File: src/rtl/stopwatch_counter.sv
// stopwatch_counter: samples the 100 Hz stopwatch tick, runs the
// start/pause/clear state machine and counts elapsed time as BCD MM:SS.CC.
// Optional feature: define STOPWATCH_LAP_EN to build the lap (display
// freeze) snapshot; otherwise the lap input is ignored.
`timescale 1ns/1ps

module stopwatch_counter (
  input  logic       clk,
  input  logic       rst,
  input  logic       tick_in,
  input  logic       start_stop,
  input  logic       clear,
  input  logic       lap,
  output logic [3:0] cs_ones,
  output logic [3:0] cs_tens,
  output logic [3:0] s_ones,
  output logic [3:0] s_tens,
  output logic [3:0] m_ones,
  output logic [3:0] m_tens,
  output logic       running,
  output logic       wrap
);

  typedef enum logic [1:0] {IDLE, RUN, PAUSE} state_t;

  state_t     state, state_next;
  logic       sync0, sync1, sync2;
  logic       tick_p;
  logic       advance;
  logic [3:0] cs_ones_q, cs_tens_q, s_ones_q, s_tens_q, m_ones_q, m_tens_q;
  logic       inc_cs_tens, inc_s_ones, inc_s_tens, inc_m_ones, inc_m_tens;
  logic       rollover;
  logic [23:0] live;

  // Next value of one BCD digit that is being incremented.
  function automatic logic [3:0] bump(input logic [3:0] d, input logic [3:0] lim);
    return (d == lim) ? 4'd0 : d + 4'd1;
  endfunction

  // Two-flop synchroniser for tick_in plus an edge flop for rising-edge detection.
  // NOTE: sequential state uses non-blocking assignments so every flop samples
  // the pre-edge value of its neighbour; blocking here would collapse the chain.
  always_ff @(posedge clk or posedge rst) begin
    if (rst) begin
      sync0 <= 1'b0;
      sync1 <= 1'b0;
      sync2 <= 1'b0;
    end else begin
      sync0 <= tick_in;
      sync1 <= sync0;
      sync2 <= sync1;
    end
  end

  assign tick_p = sync1 & ~sync2;

  // State register.
  always_ff @(posedge clk or posedge rst) begin
    if (rst) state <= IDLE;
    else     state <= state_next;
  end

  // Next-state logic; clear wins over start_stop and over a pending tick.
  // NOTE: every output of this block gets a default first, so no path can
  // leave a signal unassigned and infer a latch.
  always_comb begin
    state_next = state;
    running    = (state == RUN);
    advance    = 1'b0;
    if (clear) begin
      state_next = IDLE;
    end else begin
      case (state)
        IDLE:    if (start_stop) state_next = RUN;
        RUN: begin
          advance = tick_p;   // a tick alongside RUN->PAUSE still counts
          if (start_stop) state_next = PAUSE;
        end
        PAUSE:   if (start_stop) state_next = RUN;
        default: state_next = IDLE;
      endcase
    end
  end

  // Ripple carry enables, least significant digit first.
  assign inc_cs_tens = advance     & (cs_ones_q == 4'd9);
  assign inc_s_ones  = inc_cs_tens & (cs_tens_q == 4'd9);
  assign inc_s_tens  = inc_s_ones  & (s_ones_q  == 4'd9);
  assign inc_m_ones  = inc_s_tens  & (s_tens_q  == 4'd5);
  assign inc_m_tens  = inc_m_ones  & (m_ones_q  == 4'd9);
  assign rollover    = inc_m_tens  & (m_tens_q  == 4'd5);

  // BCD counters and the one-cycle wrap pulse that marks 59:59.99 -> 00:00.00.
  always_ff @(posedge clk or posedge rst) begin
    if (rst) begin
      cs_ones_q <= 4'd0;
      cs_tens_q <= 4'd0;
      s_ones_q  <= 4'd0;
      s_tens_q  <= 4'd0;
      m_ones_q  <= 4'd0;
      m_tens_q  <= 4'd0;
      wrap      <= 1'b0;
    end else if (clear) begin
      cs_ones_q <= 4'd0;
      cs_tens_q <= 4'd0;
      s_ones_q  <= 4'd0;
      s_tens_q  <= 4'd0;
      m_ones_q  <= 4'd0;
      m_tens_q  <= 4'd0;
      wrap      <= 1'b0;
    end else begin
      if (advance)     cs_ones_q <= bump(cs_ones_q, 4'd9);
      if (inc_cs_tens) cs_tens_q <= bump(cs_tens_q, 4'd9);
      if (inc_s_ones)  s_ones_q  <= bump(s_ones_q,  4'd9);
      if (inc_s_tens)  s_tens_q  <= bump(s_tens_q,  4'd5);
      if (inc_m_ones)  m_ones_q  <= bump(m_ones_q,  4'd9);
      if (inc_m_tens)  m_tens_q  <= bump(m_tens_q,  4'd5);
      wrap <= rollover;
    end
  end

  assign live = {m_tens_q, m_ones_q, s_tens_q, s_ones_q, cs_tens_q, cs_ones_q};

`ifdef STOPWATCH_LAP_EN
  logic        freeze;
  logic [23:0] snap;

  // Lap freeze: capture in RUN, release from RUN or PAUSE; ignored in IDLE.
  always_ff @(posedge clk or posedge rst) begin
    if (rst) begin
      freeze <= 1'b0;
      snap   <= 24'd0;
    end else if (clear) begin
      freeze <= 1'b0;
    end else if (lap) begin
      if (freeze && (state == RUN || state == PAUSE)) begin
        freeze <= 1'b0;
      end else if (!freeze && state == RUN) begin
        freeze <= 1'b1;
        snap   <= live;
      end
    end
  end

  assign {m_tens, m_ones, s_tens, s_ones, cs_tens, cs_ones} = freeze ? snap : live;
`else
  logic lap_unused;
  assign lap_unused = lap;

  assign {m_tens, m_ones, s_tens, s_ones, cs_tens, cs_ones} = live;
`endif

endmodule
File: config.mk
export PLATFORM = sky130hd
export DESIGN_NAME = stopwatch_counter
export DESIGN_NICKNAME = d
export VERILOG_FILES = /design/src/rtl/stopwatch_counter.sv
export SDC_FILE = /design/constraint.sdc
export NUM_CORES = 1
export LEC_CHECK = 0
export BUFFER_PORTS_ARGS = -buffer_cell sky130_fd_sc_hd__buf_2
export CAP_MARGIN = 20
export CORE_AREA = 3 3 56 58
export CTS_BUF_LIST = sky130_fd_sc_hd__clkbuf_2 sky130_fd_sc_hd__clkbuf_4 sky130_fd_sc_hd__clkbuf_8
export CTS_CLUSTER_SIZE = 40
export DETAILED_ROUTE_END_ITERATION = 12
export DIE_AREA = 0 0 59 61
export PLACE_DENSITY = 0.85
export SLEW_MARGIN = 0
export SYNTH_ARGS = -nofsm -noshare
export SYNTH_HDL_FRONTEND = slang
export SYNTH_SLANG_ARGS = --single-unit
File: constraint.sdc
create_clock -name clk -period 3.1 [get_ports clk]
set_input_delay 0.155 -clock clk [delete_from_list [all_inputs] [get_ports clk]]
set_output_delay 0.155 -clock clk [all_outputs]
set_load 0.005 [all_outputs]
# Yosys cells after proc, flatten, opt, wreduce, memory -nomap -nowiden
# Cells that the tools add are included.
dict set report word_totals {
  ff_bits 30
  output_inout_bits 26
  word_cells 69
}
dict set report op_classes {
  addsub 6
  n_eq_ne 10
  muxes 25
  n_bitwise 8
  reduce_logical 9
}
# operator n
set ops {}
lappend ops {{$mux W4} 18}
lappend ops {{$add A4 B1 Y4 const B} 6}
lappend ops {{$eq A4 B4 Y1 const B} 4}
lappend ops {{$reduce_bool A2 Y1} 6}
lappend ops {{$eq A4 B3 Y1 const B} 2}
lappend ops {{$and A1 B1 Y1} 7}
lappend ops {{$mux W2} 3}
lappend ops {{$pmux W2 S2} 1}
lappend ops {{$mux W1} 3}
lappend ops {{$ne A3 B1 Y1 const B} 1}
lappend ops {{$ne A3 B3 Y1 const B} 1}
lappend ops {{$eq A2 B1 Y1 const B} 1}
lappend ops {{$eq A2 B2 Y1 const B} 1}
lappend ops {{$logic_not A2 Y1} 1}
lappend ops {{$reduce_and A2 Y1} 1}
lappend ops {{$reduce_or A2 Y1} 1}
lappend ops {{$not A1 Y1} 1}

# Longest topological paths before layout
dict set report depth {
  word_depth 11
  depth_mapped 7
  ltp_nobuf 6
}

# Least setup slack after synthesis
# Ideal clock, no wire load.
dict set report synth_timing {
  path_kind {flip-flop to flip-flop}
  startpoint {reg cs_tens_q[1], in the netlist cs_tens[1]}
  endpoint {reg m_tens_q[2], in the netlist m_tens[2]}
  setup_ns 0.078
  arrival_ns 1.775
  slack_ns 1.247
  path_stages_with_launch 8
  cell_sequence {dfrtp_1 inv_1 ha_1 and3b_1 nand4_2 buf_2 or4b_1 a21oi_1}
}
dict set report synth_between {
  elab_chain_len 6
}
# item line
set synth_rtl {}
lappend synth_rtl {{start, declared} 30} ;# logic [3:0] cs_ones_q, cs_tens_q, s_ones_q, s_tens_q, m_ones_q, m_tens_q;
lappend synth_rtl {{start signal, assigned} 113} ;# if (inc_cs_tens) cs_tens_q <= bump(cs_tens_q, 4'd9);
lappend synth_rtl {{$eq A4 B4 Y1} 87} ;# assign inc_s_ones = inc_cs_tens & (cs_tens_q == 4'd9);
lappend synth_rtl {{$and A1 B1 Y1} 87}
lappend synth_rtl {{$and A1 B1 Y1} 88} ;# assign inc_s_tens = inc_s_ones & (s_ones_q == 4'd9);
lappend synth_rtl {{$and A1 B1 Y1} 89} ;# assign inc_m_ones = inc_s_tens & (s_tens_q == 4'd5);
lappend synth_rtl {{$and A1 B1 Y1} 90} ;# assign inc_m_tens = inc_m_ones & (m_ones_q == 4'd9);
lappend synth_rtl {{$reduce_bool A2 Y1 (no source line)} -}
lappend synth_rtl {{end signal, assigned} 117} ;# if (inc_m_tens) m_tens_q <= bump(m_tens_q, 4'd5);
lappend synth_rtl {{end, declared} 30}
# No other way between the ends.
# A chain may end at the register's enable or synchronous reset.

# Final worst setup path
dict set report layout_timing {
  startpoint {reg cs_tens_q[0], in the netlist cs_tens[0]}
  endpoint {reg s_ones_q[2], in the netlist s_ones[2]}
}
dict set report layout_between {
  elab_chain_len 3
}
# item line
set layout_rtl {}
lappend layout_rtl {{$eq A4 B4 Y1} 87}
lappend layout_rtl {{$and A1 B1 Y1} 87}
lappend layout_rtl {{$reduce_bool A2 Y1 (no source line)} -}
lappend layout_rtl {{end signal, assigned} 114} ;# if (inc_s_ones) s_ones_q <= bump(s_ones_q, 4'd9);
lappend layout_rtl {{end, declared} 30}
# No other way between the ends.

==> impl_metrics.toml <==
[clocking]
cts.repair.resized = 0
ctsHoldBuffers = 1
cts_sinks = 30
tritoncts = "built"
cts_buffers = 5
htreeDepth = 2
clockBufferDepth = 2
clkTransAtPathRegs_ns = 0.10
clockRootBuffer = "clkbuf_4"
clk_latency_ns = 0.34
cts_setup_buffers = 0

[setup_path]
slowest_stage = "or4_1"
critPathKind = "reg -> reg"
path_max_fanout = 11
crit_chain = "ha_1, and3b_1, nand4_1, or4_1, a21oi_1"
crit_path_start_kind = "flop"
required_ns = 3.37
cp_top_family = "simple AND/OR/NAND/NOR gates"
cp_data_arrival_time_ns = 2.43
worst-path-buf-inv = 0
reg2reg_slack_ns = 0.94
endpoint_kind = "flop"
slowest_delay_ns = 0.59

[timing]
slew_viol_final = 0
rsz0062_at_grt = "false"
hold_viol = 0
skew_ns = 0.01599
setup_viol = 0
tightest_slew_ns = 0.7519
fmax_mhz = 463.5
relSlewSlack = 0.4941
min_period_ns = 2.158
setup_ws_ns = 0.9424
fin_crit_sh = 0.6960
timing.setup.tns_ns = 0

[run_status]
status = "complete, no violations"

[finish]
multi_input_area_um2 = 829.5
final_nets = 218
fillers = 213
num_antenna_cells = 0
fin_cells = 232
regArea_um2 = 750.7
syn2layout_area_growth_pct = 17.00
drive_above_1_share = 0.2289

[routing]
wl_per_cell_um = 15.91
firstDrtPassIters = 5
routed_wl_um = 3690
drc = 0
ant_nets = 0
routed_via_density = 6.181
drt-initial-drc-count = 33
dr_total_vias = 1434

[logic_synthesis]
synth_area_per_cell_um2 = 9.994
synth_edf_count = 0
ys_types = 38
synth_top_family_by_area = "simple AND/OR/NAND/NOR gates"
synth_cells = 165
synthSimpleGateAreaFrac = 0.2344
synth-adder-area-share = 0.09105
syn-cell-area_um2 = 1649
yosysWarningCount = 0
syn_nets = 183
synth_mux_area_frac = 0.02428
synthXorXnorAreaFrac = 0.01062
ys_ff_latch = 30
async_reset_ff_frac = 1.000
ys_seq_area_frac = 0.4552
synth-main-ff-cell = "dfrtp_1"
synth-compound-area-share = 0.1426

[floorplan]
std_cell_rows = 19
core_area_um2 = 2710
initial_utilization = 0.6085
die_x_um = 59
die_h_um = 61
die-area_um2 = 3599
ios = 32

[global_routing]
grt_usage = 0.2288
grt_pass1_wl_um = 6120
grt_start_max_net_pins = 31
grt_pass1_vias = 1371
antenna_found_initial = 0
grt_overflow_total = 0

[worst_hold_path]
min_path_type = "in -> reg"

[pwr]
p_total_uw = 693.1
p_per_area_nw_per_um2 = 359.2
leakage_uw = 0.0009538
ir_drop_mv = 0.2971

[place]
port_buffers = 30
dp.cells = 221
place_ws_ns = 1.016
globalplace.congestion = 0.7972
hpwl_um = 2485

[run]
drv_cap = 0
==> final cells by class <==
| class | instances | area share |
|---|---|---|
| timing repair buffer | 33 | 0.1025 |
| sequential | 30 | 0.3891 |
| inverter | 13 | 0.02529 |
| clock inverter | 1 | 0.002594 |
| multi-input combinational | 117 | 0.4300 |
| clock buffer | 7 | 0.03048 |
| tap | 31 | 0.02010 |
==> Yosys cell counts, types with 2 or more instances <==
master    instances  area share
a21o_1            2      0.0091
a21oi_1          11       0.033
a31o_2            3       0.016
and3_1            2      0.0076
and3b_1           5       0.027
and4bb_2          2       0.015
clkbuf_1          4      0.0091
dfrtp_1          30        0.46
ha_1             12       0.091
inv_1            12       0.027
mux2i_1           4       0.024
nand2_1           9       0.020
nand3_1           8       0.024
nand3b_1          2      0.0091
nand4_1           2      0.0076
nor2_1            7       0.016
nor3_1            7       0.021
o21ai_0           9       0.027
o311ai_0          2       0.011
o31ai_1           5       0.023
o41ai_1           2       0.011
or3_1             3       0.011
or4_1             6       0.027
xor2_1            2       0.011
==> worst min-delay path: cells and delay by family <==
kind	cells	cell delay, ns
buf+inv	1	0.11
simple gates	1	0.07
compound gates	1	0.06
==> flip-flops by register name, summed over array words and instances (netlist names) <==
| signal | cells |
|---|---|
| cs_ones | 4 |
| cs_tens | 4 |
| m_ones | 4 |
| m_tens | 4 |
| s_ones | 4 |
| s_tens | 4 |
| state | 2 |
| sync0 | 1 |
| sync1 | 1 |
| sync2 | 1 |
| wrap | 1 |
==> per-stage QoR <==
step	cell area, µm²	utilization	hold slack, ns
after detailed placement	1818	0.6708	0.2648
final	1929	0.7119	0.1019
after global routing	1929	0.7119	0.1119
after CTS	1892	0.6981	0.1044
after floorplan	1649	-	0.1864
after global placement	1818	0.6708	0.2654
==> metal layers <==
metal  global-route usage  routed length (µm)  up-vias
li1                     -                   -      690
met1               0.2749                1585      697
met2               0.3896                1879       39
met3              0.05957                 177        8
met4              0.09709                  47        0
met5                    0                   0        -
==> path summary, 6_finish.rpt <==
kind / end / start / cells past startpoint
max in group asynchronous: cs_tens[3]$_DFFE_PP0P_ / rst / 4
worst max register to register: s_ones[2]$_DFFE_PP0P_ / cs_tens[0]$_DFFE_PP0P_ / 5
worst min register to register: sync1$_DFF_PP0_ / sync0$_DFF_PP0_ / 0
worst min-delay path: state[1]$_DFFE_PP0P_ / start_stop / 3
worst max-delay path: s_ones[2]$_DFFE_PP0P_ / cs_tens[0]$_DFFE_PP0P_ / 5
min in group asynchronous: m_tens[2]$_DFFE_PP0P_ / rst / 3
==> cell usage in the layout (no fill, tap or decap), drive strengths merged <==
cell | Yosys | layout
a211oi | 1 | 1
a21o | 2 | 2
a21oi | 11 | 11
a31o | 3 | 3
a31oi | 1 | 1
and2 | 1 | 1
and3 | 2 | 2
and3b | 5 | 5
and4bb | 2 | 2
buf | 1 | 31
clkbuf | 4 | 7
clkinv | 1 | 2
dfrtp | 30 | 30
dlygate4sd3 | 0 | 2
ha | 12 | 12
inv | 12 | 12
mux2i | 4 | 4
nand2 | 9 | 9
nand3 | 9 | 9
nand3b | 2 | 2
nand4 | 3 | 3
nand4bb | 1 | 1
nor2 | 7 | 7
nor2b | 1 | 1
nor3 | 7 | 7
nor3b | 1 | 1
nor4 | 1 | 1
nor4b | 1 | 1
o211ai | 1 | 1
o21ai | 9 | 9
o311ai | 2 | 2
o31ai | 5 | 5
o41ai | 2 | 2
or3 | 3 | 3
or4 | 6 | 6
or4b | 1 | 1
xor2 | 2 | 2
==> report_power, final <==
part	total, µW	switching, µW	internal, µW
Clock	257	139	118
Combinational	37.3	23.2	14.0
Sequential	399	3.55	395
Total	693	165	528
==> cell families after synthesis <==
logic type      Yosys count
flops                    30
compound gates           37
buf+inv                  18
simple gates             62
mux                       4
fa+ha+maj                12
xor+xnor                  2
No activity file was read; power rests on OpenSTA's default activity.
